### config.mk
export PLATFORM = sky130hd
export DESIGN_NAME = preg_freelist
export DESIGN_NICKNAME = d
export VERILOG_FILES = /design/src/rtl/preg_freelist.sv
export SDC_FILE = /design/constraint.sdc
export NUM_CORES = 1
export LEC_CHECK = 0
export BUFFER_PORTS_ARGS = -buffer_cell sky130_fd_sc_hd__buf_2
export CAP_MARGIN = 25
export CORE_UTILIZATION = 64
export DETAILED_ROUTE_END_ITERATION = 7
export GPL_TIMING_DRIVEN = 0
export HOLD_SLACK_MARGIN = 0.12
export PLACE_DENSITY = 0.8
export SLEW_MARGIN = 20
export SYNTH_ARGS = -nofsm -noshare
export SYNTH_HDL_FRONTEND = slang
export SYNTH_SLANG_ARGS = --single-unit
### constraint.sdc
create_clock -name clk -period 4.92 [get_ports clk]
set_clock_uncertainty 0.2 [all_clocks]
set_input_delay 0.492 -clock clk [delete_from_list [all_inputs] [get_ports clk]]
set_output_delay 0.492 -clock clk [all_outputs]
set_load 0.01 [all_outputs]
### src/rtl/preg_freelist.sv
// Physical-register free list.
// Circular FIFO of free preg IDs plus a membership bitmap. Rename pops IDs
// from the head and commit pushes released IDs at the tail. The bitmap lets a
// release of an ID that is already free be rejected, so each ID appears at
// most once in the list.
module preg_freelist #(
  parameter int NREGS = 64,
  parameter int ID_W  = $clog2(NREGS)
) (
  input  logic            clk,
  input  logic            rstn,
  input  logic            alloc_i,
  output logic            alloc_valid_o,
  output logic [ID_W-1:0] alloc_preg_o,
  input  logic            free_valid_i,
  input  logic [ID_W-1:0] free_preg_i,
  output logic [ID_W:0]   count_o,
  output logic            overflow_err_o,
  output logic            dfree_err_o
);

  localparam logic [ID_W:0] FULL_CNT = (ID_W+1)'(NREGS);

  logic [ID_W-1:0] list_q [NREGS];
  logic [NREGS-1:0] in_list_q;
  logic [ID_W-1:0] head_q;
  logic [ID_W-1:0] tail_q;
  logic [ID_W:0]   count_q;
  logic            overflow_q;
  logic            dfree_q;

  logic            empty;
  logic            full;
  logic            pop;
  logic            push;
  logic            dup;
  logic [ID_W-1:0] head_id;

  // Handshake decode; every term uses pre-edge state only, so alloc_i never
  // reaches the offer outputs and a free into an empty list is not bypassed.
  always_comb begin
    empty   = (count_q == '0);
    full    = (count_q == FULL_CNT);
    head_id = list_q[head_q];
    dup     = in_list_q[free_preg_i];
    pop     = alloc_i && !empty;
    push    = free_valid_i && !full && !dup;
  end

  // FIFO storage: reset loads the identity order, pushes write at the tail.
  always_ff @(posedge clk or negedge rstn) begin
    if (!rstn) begin
      for (int i = 0; i < NREGS; i++) begin
        list_q[i] <= ID_W'(i);
      end
    end else if (push) begin
      list_q[tail_q] <= free_preg_i;
    end
  end

  // Membership bitmap; a popped ID and a pushed ID never coincide because a
  // push requires the ID to be absent, so the clear and set cannot collide.
  always_ff @(posedge clk or negedge rstn) begin
    if (!rstn) begin
      in_list_q <= '1;
    end else begin
      if (pop) begin
        in_list_q[head_id] <= 1'b0;
      end
      if (push) begin
        in_list_q[free_preg_i] <= 1'b1;
      end
    end
  end

  // Head/tail pointers wrap naturally at NREGS (power of two).
  always_ff @(posedge clk or negedge rstn) begin
    if (!rstn) begin
      head_q <= '0;
      tail_q <= '0;
    end else begin
      if (pop) begin
        head_q <= head_q + 1'b1;
      end
      if (push) begin
        tail_q <= tail_q + 1'b1;
      end
    end
  end

  // Occupancy count; push is gated by !full and pop by !empty, so the count
  // stays within 0..NREGS.
  always_ff @(posedge clk or negedge rstn) begin
    if (!rstn) begin
      count_q <= FULL_CNT;
    end else begin
      unique case ({push, pop})
        2'b10:   count_q <= count_q + 1'b1;
        2'b01:   count_q <= count_q - 1'b1;
        default: count_q <= count_q;
      endcase
    end
  end

  // Sticky error flags; both may set in the same cycle, only reset clears.
  always_ff @(posedge clk or negedge rstn) begin
    if (!rstn) begin
      overflow_q <= 1'b0;
      dfree_q    <= 1'b0;
    end else begin
      if (free_valid_i && full) begin
        overflow_q <= 1'b1;
      end
      if (free_valid_i && dup) begin
        dfree_q <= 1'b1;
      end
    end
  end

  // Output drive straight from state.
  always_comb begin
    alloc_valid_o  = !empty;
    alloc_preg_o   = head_id;
    count_o        = count_q;
    overflow_err_o = overflow_q;
    dfree_err_o    = dfree_q;
  end

endmodule

==> results of run 1 <==
-- metrics by stage --
stage               instances  hold slack (ps)  setup slack [ps]  total power [mW]
floorplan                1784           -3.591             546.6             9.205
global placement         2319            233.4             -5766             11.03
detailed placement       2325            244.9            -882.9             11.21
CTS                      2425            220.4             2.313             15.27
global route             2423            252.7             1.818             15.95
finish                   2423            209.4             4.935             15.44
-- path summary, 6_finish.rpt --
path | startpoint | end | slack [ps] | depth (start not counted)
worst max register to register | head_q[1] | in_list_q[10] | 60 | 12
worst max-delay path | head_q[3] | alloc_preg_o[5] | 5 | 10
max in group asynchronous | rstn | list_q[312] | 2640 | 5
worst min-delay path | rstn | list_q[115] | 210 | 2
min in group clk | in_list_q[49] | in_list_q[49] | 280 | 2
worst min register to register | in_list_q[49] | in_list_q[49] | 280 | 2
-- per-layer routing --
metal,global-route usage [%],vias up
li1,-,6872
met1,53.64,8843
met2,58.37,940
met3,8.932,203
met4,17.89,0
met5,0,-
-- layout make-up --
| type | instances | area share [%] |
|---|---|---|
| plain buffers | 168 | 3.013 |
| well taps | 511 | 2.362 |
| repair buffers | 36 | 1.211 |
| multi-input cells | 1105 | 41.91 |
| inverters | 40 | 0.5685 |
| clock inverters | 16 | 0.8874 |
| clock buffers | 78 | 5.504 |
| flip-flops and latches | 469 | 44.54 |
-- cell usage in the layout (no fill, tap or decap), types with 10 or more instances in the layout --
cell                          n
sky130_fd_sc_hd__a21oi_1     17
sky130_fd_sc_hd__mux4_2      76
sky130_fd_sc_hd__o21ai_0     30
sky130_fd_sc_hd__mux2i_1     63
sky130_fd_sc_hd__mux2_2     293
sky130_fd_sc_hd__inv_1       38
sky130_fd_sc_hd__a21o_1      16
sky130_fd_sc_hd__clkbuf_16   53
sky130_fd_sc_hd__buf_2       60
sky130_fd_sc_hd__o221ai_1    24
sky130_fd_sc_hd__nand4_1     25
sky130_fd_sc_hd__a221o_1     14
sky130_fd_sc_hd__a22o_1      18
sky130_fd_sc_hd__dfstp_2    257
sky130_fd_sc_hd__nor3_1      10
sky130_fd_sc_hd__o41ai_1     10
sky130_fd_sc_hd__nand3_1     22
sky130_fd_sc_hd__buf_4       14
sky130_fd_sc_hd__nor2_1      32
sky130_fd_sc_hd__o31ai_1     10
sky130_fd_sc_hd__nand2b_1    10
sky130_fd_sc_hd__nand2_1     51
sky130_fd_sc_hd__and2_1      16
sky130_fd_sc_hd__clkbuf_1   122
sky130_fd_sc_hd__mux2_4      96
sky130_fd_sc_hd__dfrtp_1    212
sky130_fd_sc_hd__and3_1      26
sky130_fd_sc_hd__or3_1       26
sky130_fd_sc_hd__xnor2_1     13
sky130_fd_sc_hd__buf_6       10
sky130_fd_sc_hd__nor4_4      16
sky130_fd_sc_hd__nand4b_1    10
sky130_fd_sc_hd__nor2b_1     10
sky130_fd_sc_hd__nand3b_1    11
sky130_fd_sc_hd__a221oi_1    18
-- power by group through the flow --
stage	clock, mW	sequential (mW)	combinational [mW]
floorplan	0	5.25	3.95
global placement	0	5.37	5.66
detailed placement	0	5.42	5.79
CTS	4.02	5.38	5.87
global route	4.18	5.48	6.29
finish	4.00	5.40	6.04
-- state kept, by name, summed over array words and instances (netlist names) --
name            cells
in_list_q          64
dfree_err_o         1
overflow_err_o      1
count_o             7
list_q            384
tail_q              6
head_q              6
-- cell families after synthesis --
logic type / after synthesis
muxes: 536
DFF: 469
and+or+nand+nor: 307
AOI/OAI and AO/OA: 237
buffers and inverters: 210
xor gates and xnor gates: 20
adders and majority gates: 5
-- critical path: stages (launching register included) --
cell,delay [ps]
sky130_fd_sc_hd__dfrtp_1,520
sky130_fd_sc_hd__buf_4,290
sky130_fd_sc_hd__nand3_1,130
sky130_fd_sc_hd__clkbuf_1,690
sky130_fd_sc_hd__o221ai_1,390
sky130_fd_sc_hd__a221o_1,340
sky130_fd_sc_hd__a32oi_1,410
sky130_fd_sc_hd__inv_1,110
sky130_fd_sc_hd__clkbuf_1,260
sky130_fd_sc_hd__clkbuf_2,270
sky130_fd_sc_hd__buf_2,180
-- repair_timing --
action,in CTS,in global routing
endpoints found under the hold margin,89,0
setup buffers,2,0
setup endpoints to repair,5,11
pin swaps,1,0
resized for setup,8,8
hold buffers,4,0
==> summary by stage, run 1 <==
Yosys
Averaged over all synthesized cells, the footprint is 13.63 um2. The most frequently used flop master after synthesis is sky130_fd_sc_hd__dfstp_2. The xor and xnor area share after synthesis is 0.7204%. The async set or reset register ratio after synthesis is 100.0%. The portion of synthesized area spent on multiplexers is between 20% and 30%. Summed over all instances, the cell type with the most area after synthesis is sky130_fd_sc_hd__dfstp_2. After Yosys synthesis, full adders, half adders and majority gates account for 0.2573% of the synthesized area. sky130_fd_sc_hd__mux2_2 is the most common cell in the netlist. The area fraction in compound gates after synthesis is 7.575%.

In the synthesized netlist, the number of instances is about 1800. The dominant combinational cell family by area after synthesis is multiplexers. Sequential elements use 49.59% of the synthesized area.

The cell area that synthesis handed to floorplanning was 0.02431 mm2. The post-synthesis register bit count is 469. The number of synthesis warnings is 0.

Of the post-synthesis cell area, the dominant cell type holds 27.77%. In the synthesized netlist, the cells that appear most often are 293 x sky130_fd_sc_hd__mux2_2, 257 x sky130_fd_sc_hd__dfstp_2, 212 x sky130_fd_sc_hd__dfrtp_1, 107 x sky130_fd_sc_hd__clkbuf_1, 96 x sky130_fd_sc_hd__mux2_4. The number of flops mapped to enable cells by yosys is 0. Yosys mapped the design onto 81 distinct sky130hd cell types. After synthesis, the cell types taking the most area are sky130_fd_sc_hd__dfstp_2 28%, sky130_fd_sc_hd__dfrtp_1 22%, sky130_fd_sc_hd__mux2_2 14%, sky130_fd_sc_hd__mux4_2 7.0%, sky130_fd_sc_hd__mux2_4 5.9%. The net count of the mapped netlist is 1799. Of the total synthesized cell area, the portion taken by AND, OR, NAND and NOR gates is under 10%.

Floorplanning
The initial core utilization is 64.86%. The width of the chip is 196.9 um. From bottom edge to top edge, the die measures 196.9 um. The number of I/O pins is 26. In this run the core area contains 71 standard-cell rows.

In this run the standard cell core region covers about 0.037 mm2. The die footprint is 0.03878 mm2.

Global route
The aggregate global routing overflow is 0. The global-route wire length before repair is roughly 110000 um. The number of antenna violations at the first check in global routing was 1. The via count of the first global-routing pass is 17010.

Entering global routing, the biggest net connects 100 pins. In the global route stage, overall resource usage came out at 38.72%.

Cells and area
The area of the multi-input gates is roughly 0.011 mm2. Cells with a size suffix above 1 make up about half of the layout. After routing the design area is 0.02707 mm2. The number of fillers in the final layout is 2469.

The final core area utilization is 72.21%. Compared with the post-synthesis result, the final layout area differs by 11.34%. The number of nets at the end of the flow is between 1500 and 2000. The area occupied by registers is around 0.012 mm2.

0 antenna diodes ended up in the layout.

Placement
The routability congestion estimate from global placement is approximately 0.98. In this run the cell area measured after placement is between 0.02 and 0.03 mm2. The estimated wirelength of the detail-placed design is 50770 um. The count of buffers added on input and output ports is 24.

Worst setup path
The kind of critical path is flip-flop to output port. The data required time at the worst endpoint is 4230 ps. The sort of element at the end of the critical path is an output port.

For the worst setup path, the data arrival time is 4220 ps. In this run the worst path has a maximum fanout of 10. STA classifies the critical path startpoint as a flip-flop.

Timing
The actual slew at the worst max-slew pin is 1134 ps. Adding up every negative setup slack in the final design gives 0 ps. The fmax is 203.5 MHz. Measured against its own limit, the worst slew margin works out to 23.82%.

Setup repair after global routing left no endpoint under its margin. The post-route clock period utilization is 99.90%. The number of max-slew violations in the final report came to 0. Setup violations remaining at the end of the flow were counted as 0. The post-layout minimum cycle time is 4915 ps.

The count of endpoints failing hold in the final timing report is 0.

CTS
Clock-pin slew was measured on the worst setup and hold paths at roughly 60 ps. The clock insertion delay at the later pin of the skew report is 610 ps. Counting along the longest clock path gives a buffer depth of 3. The number of CTS-inserted buffers is 50. The root buffer cell chosen for the clock tree is sky130_fd_sc_hd__clkbuf_16. The CTS tree is yes. The H-tree was split into 2 levels. For this design, the sink count on the clock tree is approximately 470.

Pwr
Combinational cells account for 39.1% of the total power. The internal portion of the total power is around 9.6 mW. The net switching power figure is around 5.8 mW. The share of total power consumed by net switching is 37.55%. The share of total power dissipated in sequential elements is 35.0%. The static leakage power is about 12 nW. The part of the total power dissipated in the clock network is 25.9%. VDD sags by at most 0.5517 mV. For this design the ratio of total power to cell area is 570.2 mW/mm2.

Outcome
The flow ran to the end, and the final reports show no timing, DRC or antenna violations.

Detailed routing
The detailed router put a total of a little under 30000 um of wire on met1. The DRC violation total after the first TritonRoute iteration is ~1700. Detailed routing inserted a total of 16860 vias.

Dividing the detail-routed wire length by the instance count gives about 30 um. The final wirelength is 72500 um. The detail route stage leaves a number of antenna-violating nets equal to 0.

The routed length on met2 is 32820 um. In the routed layout, each cell is associated on average with a via count of 6.957. The first detailed-routing pass took 6 iterations.

For this run, design rule violations remaining after detail routing come to 0. After detailed routing, no signal wire sits above met4. The routed design uses a little under 7000 um of met3 wire.

Job
Max-cap violations in this run came to 0.

Worst hold path
The class of the worst hold path is input pin to asynchronous set/reset pin.
(Power assumes the default switching activity.)
==> run 2, diff against run 1 <==
--- a/config.mk
+++ b/config.mk
@@ -5,6 +5,7 @@
 export SDC_FILE = /design/constraint.sdc
 export NUM_CORES = 1
 export LEC_CHECK = 0
+export ABC_CLOCK_PERIOD_IN_PS = 4920
 export BUFFER_PORTS_ARGS = -buffer_cell sky130_fd_sc_hd__buf_2
 export CAP_MARGIN = 25
 export CORE_UTILIZATION = 64
@@ -12,6 +13,7 @@
 export GPL_TIMING_DRIVEN = 0
 export HOLD_SLACK_MARGIN = 0.12
 export PLACE_DENSITY = 0.8
+export RECOVER_POWER = 100
 export SLEW_MARGIN = 20
 export SYNTH_ARGS = -nofsm -noshare
 export SYNTH_HDL_FRONTEND = slang
==> run 2 against run 1 <==
The flow now finishes with violations (capacitance limit, slew limit, setup timing). Non-clock buffer count unchanged. Cell count did not move. Critical path depth stayed put. Die area unchanged. Core utilization is 1.7 points lower. Register-to-register slack better by 20 ps. Largest power group unchanged.
==> summary by stage, run 2 (synthesized netlist as in run 1, its figures left out) <==
Outcome
The flow ran to the end, but the final reports show violations. The final reports fail on capacitance limit, slew limit, setup timing.

Pwr
The static leakage power is 11.41 nW (-3.3%). The power per cell area is 574.4 mW/mm2 (+0.73%). The part of the total power dissipated in the clock network is 26.3% (+0.4 points). The share of total power consumed by net switching is 37.58% (about the same). The sequential power share is 35.5% (+0.5 points). The worst vdd rail ir drop came to 0.5192 mV (-5.9%).

The net switching power figure is 5.708 mW (-1.5%). The internal cell power is 9.479 mW (-1.7%). The combinational share of power was 38.2% (-0.9 points).

Timing
The count of endpoints failing setup in the final report is 1 (+1). The number of max-slew violations in the final report is 89 (+89). Setup repair after global routing left no endpoint under its margin.

The actual slew at the worst max-slew pin is 3369 ps (+2235 ps). The fmax is 202.4 MHz (-0.52%). The max-slew headroom at the worst pin is -124.6% (-150 points). The summed negative setup slack over all endpoints is -20.98 ps (-20.98 ps). The count of endpoints failing hold in the final timing report is 0 (unchanged). The post-layout minimum cycle time is 4941 ps (+25.91 ps). The post-route clock period utilization is 100.4% (+0.53 points). The worst path setup slack after routing is -20.98 ps (-25.91 ps).

Global route
The global-route wire length before repair is 109900 um (unchanged). The aggregate global routing overflow is 0 (unchanged). The overall fraction of global-route tracks in use was 38.72% (unchanged). The number of antenna violations at the first check in global routing is 1 (unchanged). The via count of the first global-routing pass is 17010 (unchanged).

The maximum number of pins on one net before global-route repair is 100 (unchanged).

Floorplanning
The width of the chip is 196.9 um (unchanged). The number of I/O pins came to 26 (unchanged). The die footprint is 0.03878 mm2 (unchanged). The cell row count was 71 (unchanged). The core box area is 0.03749 mm2 (unchanged). The die height is 196.9 um (unchanged).

The initial core utilization is 64.86% (unchanged).

Cells and area
The library cells used most frequently in the layout, excluding fill and tap cells, are 272 x sky130_fd_sc_hd__mux2_2, 255 x sky130_fd_sc_hd__dfstp_2, 212 x sky130_fd_sc_hd__dfrtp_1. The most frequent standard cell in the layout excluding fill and tap cells is sky130_fd_sc_hd__mux2_2. The number of flip-flops under the largest register name is 384 (unchanged). The final core area utilization is 70.53% (-1.7 points). Relative to the synthesized area, the layout overhead comes to 8.748%. The register containing the most flip-flops in the final layout is list_q. The area of all placed cells without fillers is 0.02644 mm2 (-2.3%). The number of diodes is 0 (unchanged). The fraction of final layout cells with drive strength greater than 1 is 41.27% (-8.1 points). The number of nets at the end of the flow is 1885 (unchanged).

CTS
TritonCTS built the clock tree. The maximum level of the CTS H-tree was 2 (unchanged). The clock tree buffer depth was 3 (unchanged). The number of CTS-inserted buffers is 50 (unchanged). The clock insertion delay at the later pin of the skew report was 610 ps (about the same). CTS placed an instance of sky130_fd_sc_hd__clkbuf_16 at the clock tree root. The total clock sinks is 469 (unchanged).

The clock edge transition at the registers on the reported setup and hold paths was 70 ps (about the same).

Placement
The count of input and output buffers is 24 (unchanged). The area after detailed placement was 0.02523 mm2 (unchanged). The estimated wirelength of the detail-placed design is 50770 um (unchanged). The setup slack at placement was -882.9 ps (unchanged). The routability congestion estimate from global placement is 0.9842 (unchanged).

Worst setup path
The signal on the critical path passes through buf_4 -> nand3_1 -> clkbuf_1 -> o221ai_1 -> a221o_1 -> a32oi_1 -> inv_1 -> clkbuf_1 -> clkbuf_2 -> buf_2. The worst setup path is captured at an output port. The master of the slowest instance on the critical path is sky130_fd_sc_hd__clkbuf_1. Grouping stages by cell kind, the critical path spends the most delay in buffers and inverters.

The depth of the worst register-to-register path is 11 (-1). The worst reg2reg path endpoint is in_list_q[10]. The startpoint type of the worst setup path is a flip-flop. The slack of the worst reg-to-reg path was 80 ps (+20 ps). The count of buffering cells on the critical path with inverters included is 6 (unchanged). The maximum cell stage delay along the critical path was 700 ps (about the same).

The worst reg2reg path startpoint is head_q[1]. The highest net fanout along the worst path is 10 (unchanged). The arrival time of the worst setup path is 4250 ps (+30 ps).

By instance count, the cell type seen most on the critical path is sky130_fd_sc_hd__clkbuf_1. The data required time at the worst endpoint is 4230 ps (about the same). The kind of critical path is flip-flop to output port.

Detailed routing
The post-route antenna net violation count is 0 (unchanged). The average detailed-routed wire length per instance is 29.94 um (about the same). The number of detailed-routing iterations run before antenna repair is 6 (unchanged). The per-cell via count in the routed design is 6.952 (about the same). The final wirelength is 72550 um (about the same).

The via count is 16850 (-0.077%). The DRC violation total after the first TritonRoute iteration came to 1916 (+12%). The number of remaining DRC errors is 0 (unchanged).

Worst hold path
The worst hold path belongs to the class flip-flop to flip-flop. The startpoint identified for the worst hold timing path is list_q[133]. The capture endpoint of the worst hold path is list_q[133]. The worst hold path cell count is 1.

Job
The number of maximum-capacitance violations is 6 (+6).
==> run 2: cell types whose count changed in the layout (fill, tap and decap cells not counted), moves of 3 or more <==
cell,change
sky130_fd_sc_hd__mux2_4,-81
sky130_fd_sc_hd__mux2_1,+102
sky130_fd_sc_hd__clkbuf_1,+36
sky130_fd_sc_hd__mux2_2,-21
sky130_fd_sc_hd__buf_16,-3
sky130_fd_sc_hd__nor4_1,+12
sky130_fd_sc_hd__buf_2,-32
sky130_fd_sc_hd__nor4_2,+3
sky130_fd_sc_hd__nor4_4,-15
==> run 2: how the worst max path moves through the flow <==
stage / start / endpoint / slack (ps) / cells past startpoint
2_1_floorplan: free_preg_i[2] / count_o[6] / 550 / 20
3_3_place_gp: rstn / list_q[349] / -5770 / 1
3_5_place_dp: free_preg_i[2] / count_o[6] / -880 / 20
4_1_cts: head_q[1] / alloc_preg_o[5] / 2 / 11
5_1_grt: head_q[3] / alloc_preg_o[5] / 2 / 10
6_report: head_q[3] / alloc_preg_o[5] / -20 / 10
==> run 2: what timing repair did <==
action,CTS,global route
setup buffers,2,0
hold buffers,4,0
pin swaps,1,0
endpoints found under the setup margin,5,11
hold endpoints to repair,89,0
resized for setup,8,8
==> run 2: cell type report <==
| cell class | instances | area [um2] |
|---|---|---|
| clock buffer | 78 | 1490 |
| tap | 511 | 639.4 |
| inverter | 40 | 153.9 |
| fill | 2612 | 11050 |
| timing repair buffer | 36 | 252.7 |
| multi-input combinational | 1105 | 10830 |
| sequential | 469 | 12060 |
| clock inverter | 16 | 240.2 |
| buffer | 168 | 780.7 |
==> run 2: per-layer routing <==
layer	wire length, um	share of wire, %	vias to the layer above	track usage [%]
li1	-	-	6891	-
met1	29040	40	8843	53.64
met2	33010	46	907	58.37
met3	6832	9.4	204	8.932
met4	3668	5.1	0	17.89
met5	0	0	-	0
==> run 2: power by group through the flow <==
| stage | Combinational (mW) | Clock, mW | Sequential, mW |
|---|---|---|---|
| after floorplan | 3.95 | 0 | 5.25 |
| final | 5.79 | 4.00 | 5.39 |
| after global placement | 5.66 | 0 | 5.37 |
| after detailed placement | 5.79 | 0 | 5.42 |
| after global routing | 6.03 | 4.18 | 5.47 |
| after CTS | 5.87 | 4.02 | 5.38 |
==> run 2: per-stage QoR <==
step / power [mW] / std cells / hold slack [ps]
finish: 15.19 / 2423 / 283.3
detailed placement: 11.21 / 2325 / 244.9
global placement: 11.03 / 2319 / 233.4
floorplan: 9.205 / 1784 / -3.591
global route: 15.69 / 2423 / 299.5
CTS: 15.27 / 2425 / 220.4
==> run 3, diff against run 2 <==
--- a/config.mk
+++ b/config.mk
@@ -5,14 +5,14 @@
 export SDC_FILE = /design/constraint.sdc
 export NUM_CORES = 1
 export LEC_CHECK = 0
-export ABC_CLOCK_PERIOD_IN_PS = 4920
+export ABC_CLOCK_PERIOD_IN_PS = 4200
 export BUFFER_PORTS_ARGS = -buffer_cell sky130_fd_sc_hd__buf_2
 export CAP_MARGIN = 25
-export CORE_UTILIZATION = 64
+export CORE_UTILIZATION = 58
 export DETAILED_ROUTE_END_ITERATION = 7
 export GPL_TIMING_DRIVEN = 0
 export HOLD_SLACK_MARGIN = 0.12
-export PLACE_DENSITY = 0.8
+export PLACE_DENSITY = 0.76
 export RECOVER_POWER = 100
 export SLEW_MARGIN = 20
 export SYNTH_ARGS = -nofsm -noshare
==> constraint.sdc (replaced) <==
create_clock -name clk -period 4.2 [get_ports clk]
set_clock_uncertainty 0.2 [all_clocks]
set_input_delay 0.42 -clock clk [delete_from_list [all_inputs] [get_ports clk]]
set_output_delay 0.42 -clock clk [all_outputs]
set_load 0.01 [all_outputs]
==> run 3 against run 2 <==
The run ends with DRC, capacitance limit, slew limit, setup timing left. Via count up 0.42%. Die area is 10% higher. Power up 22%. Global-route usage decreased by 3.7 points. First-iteration DRC count shrank 1.1%. Hold slack lost 38 ps. Critical path type unchanged. Critical endpoint is now alloc_preg_o[1]. Largest power group unchanged.
==> summary by stage, run 3 (synthesized netlist as in run 1, its figures left out) <==
Cells and area
The growth of design area from synthesis to finish is 12.04%. The number of diodes is 0 (unchanged). The number of flip-flops under the largest register name is 384 (unchanged). The number of nets at the end of the flow is 1901 (+0.85%). In the layout the commonest cells are 292 x sky130_fd_sc_hd__mux2_2, 256 x sky130_fd_sc_hd__dfstp_2, 212 x sky130_fd_sc_hd__dfrtp_1. The fraction of final layout cells with drive strength greater than 1 is 48.05% (+6.8 points). The number of fillers in the final layout is 2992 (+15%). The register with the most flip-flops in the final layout is list_q. The most frequent standard cell in the layout excluding fill and tap cells is sky130_fd_sc_hd__mux2_2. The area of all placed cells without fillers came to 0.02724 mm2 (+3.0%).

CTS
The total clock sinks is 469 (unchanged). The clock tree buffer depth is 3 (unchanged). The clock edge transition at the registers on the reported setup and hold paths was 60 ps (about the same). The maximum level of the CTS H-tree is 2 (unchanged). Clock tree synthesis selected as its root buffer the cell sky130_fd_sc_hd__clkbuf_16. The number of CTS-inserted buffers is 49 (-2.0%). The clock insertion delay at the later pin of the skew report was 600 ps (about the same).

TritonCTS built the clock tree.

Timing
The worst hold slack is 245.7 ps (-37.61 ps). The actual slew at the worst max-slew pin is 2114 ps (-1255 ps). The fmax is 233.6 MHz. For the finished layout, the period the worst path requires is 4282 ps. The worst path setup slack after routing was -81.50 ps (-60.53 ps). Of the available clock period, the critical path in the final layout requires 101.9%.

The max-slew headroom at the worst pin is -40.93% (+84 points). The number of max-slew violations in the final report was 83 (-6.7%). The count of endpoints failing hold in the final timing report was 0 (unchanged). The count of endpoints failing setup in the final report is 2 (+1). Setup repair after global routing could not meet its margin everywhere.

Worst setup path
In this design, the largest share of critical-path delay is due to compound AO/OA/AOI/OAI gates. The maximum cell stage delay along the critical path is 560 ps (-140 ps). The arrival time of the worst setup path came to 3660 ps (-590 ps). The master of the slowest instance on the critical path is sky130_fd_sc_hd__dfrtp_1.

The slack of the worst reg-to-reg path came to 30 ps (-50 ps). The signal on the critical path passes through buf_6 -> nand3_1 -> clkbuf_2 -> o221ai_1 -> o22ai_1 -> a221o_1 -> or2_2 -> inv_1 -> buf_2. The highest net fanout along the worst path is 10 (unchanged). The worst setup path is captured at an output port. The worst setup path is of the flip-flop to output port kind. The startpoint type of the worst setup path is a flip-flop. The data required time at the worst endpoint is 3580 ps (-650 ps). The count of buffering cells on the critical path with inverters included is 4 (-2).

Pwr
The static leakage power is 11.78 nW (+3.2%). The power per cell area is 682.7 mW/mm2 (+19%). The worst vdd rail ir drop was 0.4124 mV (-21%).

Global route
The via count of the first global-routing pass is 16790 (-1.3%). The maximum number of pins on one net before global-route repair was 92 (-8.0%). The overall fraction of global-route tracks in use is 35.07% (-3.7 points). The number of antenna violations at the first check in global routing is 0 (-1). The global-route wire length before repair was 109300 um (-0.61%). The aggregate global routing overflow came to 0 (unchanged).

Floorplanning
The width of the chip is 206.7 um (+5.0%). The initial core utilization was 59.15% (-5.7 points). The die footprint is 0.04274 mm2 (+10%).

The number of I/O pins is 26 (unchanged). The core box area is 0.04111 mm2 (+9.7%). The cell row count was 74 (+4.2%).

The die height came to 206.7 um (+5.0%).

Detailed routing
The final wirelength is 72900 um (+0.47%). The average detailed-routed wire length per instance is 29.67 um (-0.92%). The per-cell via count in the routed design is 6.884 (-0.97%).

The post-route antenna net violation count is 0 (unchanged). The via count was 16920 (+0.42%). The DRC violation total after the first TritonRoute iteration is 1894 (-1.1%).

The number of detailed-routing iterations run before antenna repair is 8 (+2). The number of remaining DRC errors was 2 (+2).

Placement
The setup slack at placement is -1477 ps (-594.3 ps). The area after detailed placement is 0.02526 mm2 (+0.13%). The routability congestion estimate from global placement was 0.9858 (+0.16%). The estimated wirelength of the detail-placed design came to 50520 um (-0.48%). The count of input and output buffers is 24 (unchanged).

Outcome
The run finished, with violations left. The final reports fail on DRC, capacitance limit, slew limit, setup timing.

Worst hold path
The tightest min-delay check is of the input pin to flip-flop type.

Job
The number of maximum-capacitance violations came to 1 (-5).
==> run 3: final cells by class <==
type	instances	area (um2)	share of cell area (%)
inverters	40	155.1	0.5695
clock buffers	68	1439	5.282
flip-flops and latches	469	12060	44.26
clock inverters	22	349.1	1.281
repair buffers	55	400.4	1.470
well taps	532	665.6	2.443
multi-input cells	1105	11260	41.33
plain buffers	166	915.9	3.362
==> run 3: final timing paths <==
path / from / endpoint / depth (start not counted)
min: free_preg_i[3] / in_list_q[16] / 4
max: head_q[3] / alloc_preg_o[1] / 9
max in group asynchronous: rstn / list_q[337] / 5
min reg2reg: dfree_err_o / dfree_err_o / 1
min in group asynchronous: rstn / list_q[115] / 2
max reg2reg: head_q[3] / in_list_q[7] / 10
==> run 3: through the flow <==
step | cells | TNS (ps) | total power [mW] | utilization (%)
2_1_floorplan | 1784 | 0 | 10.78 | -
3_3_place_gp | 2340 | -2385900 | 12.97 | 61.06
3_5_place_dp | 2345 | -159030 | 13.18 | 61.45
4_1_cts | 2441 | -144.3 | 18.30 | 66.64
5_1_grt | 2457 | -170.3 | 19.17 | 66.27
6_report | 2457 | -110.5 | 18.60 | 66.27
==> run 3: power breakdown <==
part           switching [mW]  total [mW]  leakage (nW)  internal, mW
Sequential              0.587        6.31          5.50          5.72
Combinational            4.50        7.46          5.39          2.96
Clock                    1.89        4.83         0.887          2.94
==> run 3: worst min-delay path: stages <==
cell and delay [ps]:
sky130_fd_sc_hd__buf_2 110, sky130_fd_sc_hd__or3b_2 180, sky130_fd_sc_hd__o221ai_1 150, sky130_fd_sc_hd__a21o_1 170
==> run 3: timing repair <==
item | CTS | global route
setup buffers | 3 | 17
setup endpoints to repair | 92 | 46
pin swaps | 3 | 8
hold buffers | 5 | 0
gates cloned | 0 | 0
endpoints found under the hold margin | 88 | 0
resized for setup | 69 | 38
==> run 3: metal layers <==
layer	track usage (%)	part of all wire, %	wire [um]
met5	0	0	0
met4	15.67	4.5	3301
met3	8.053	10	7301
met2	52.37	45	32570
met1	49.12	41	29730
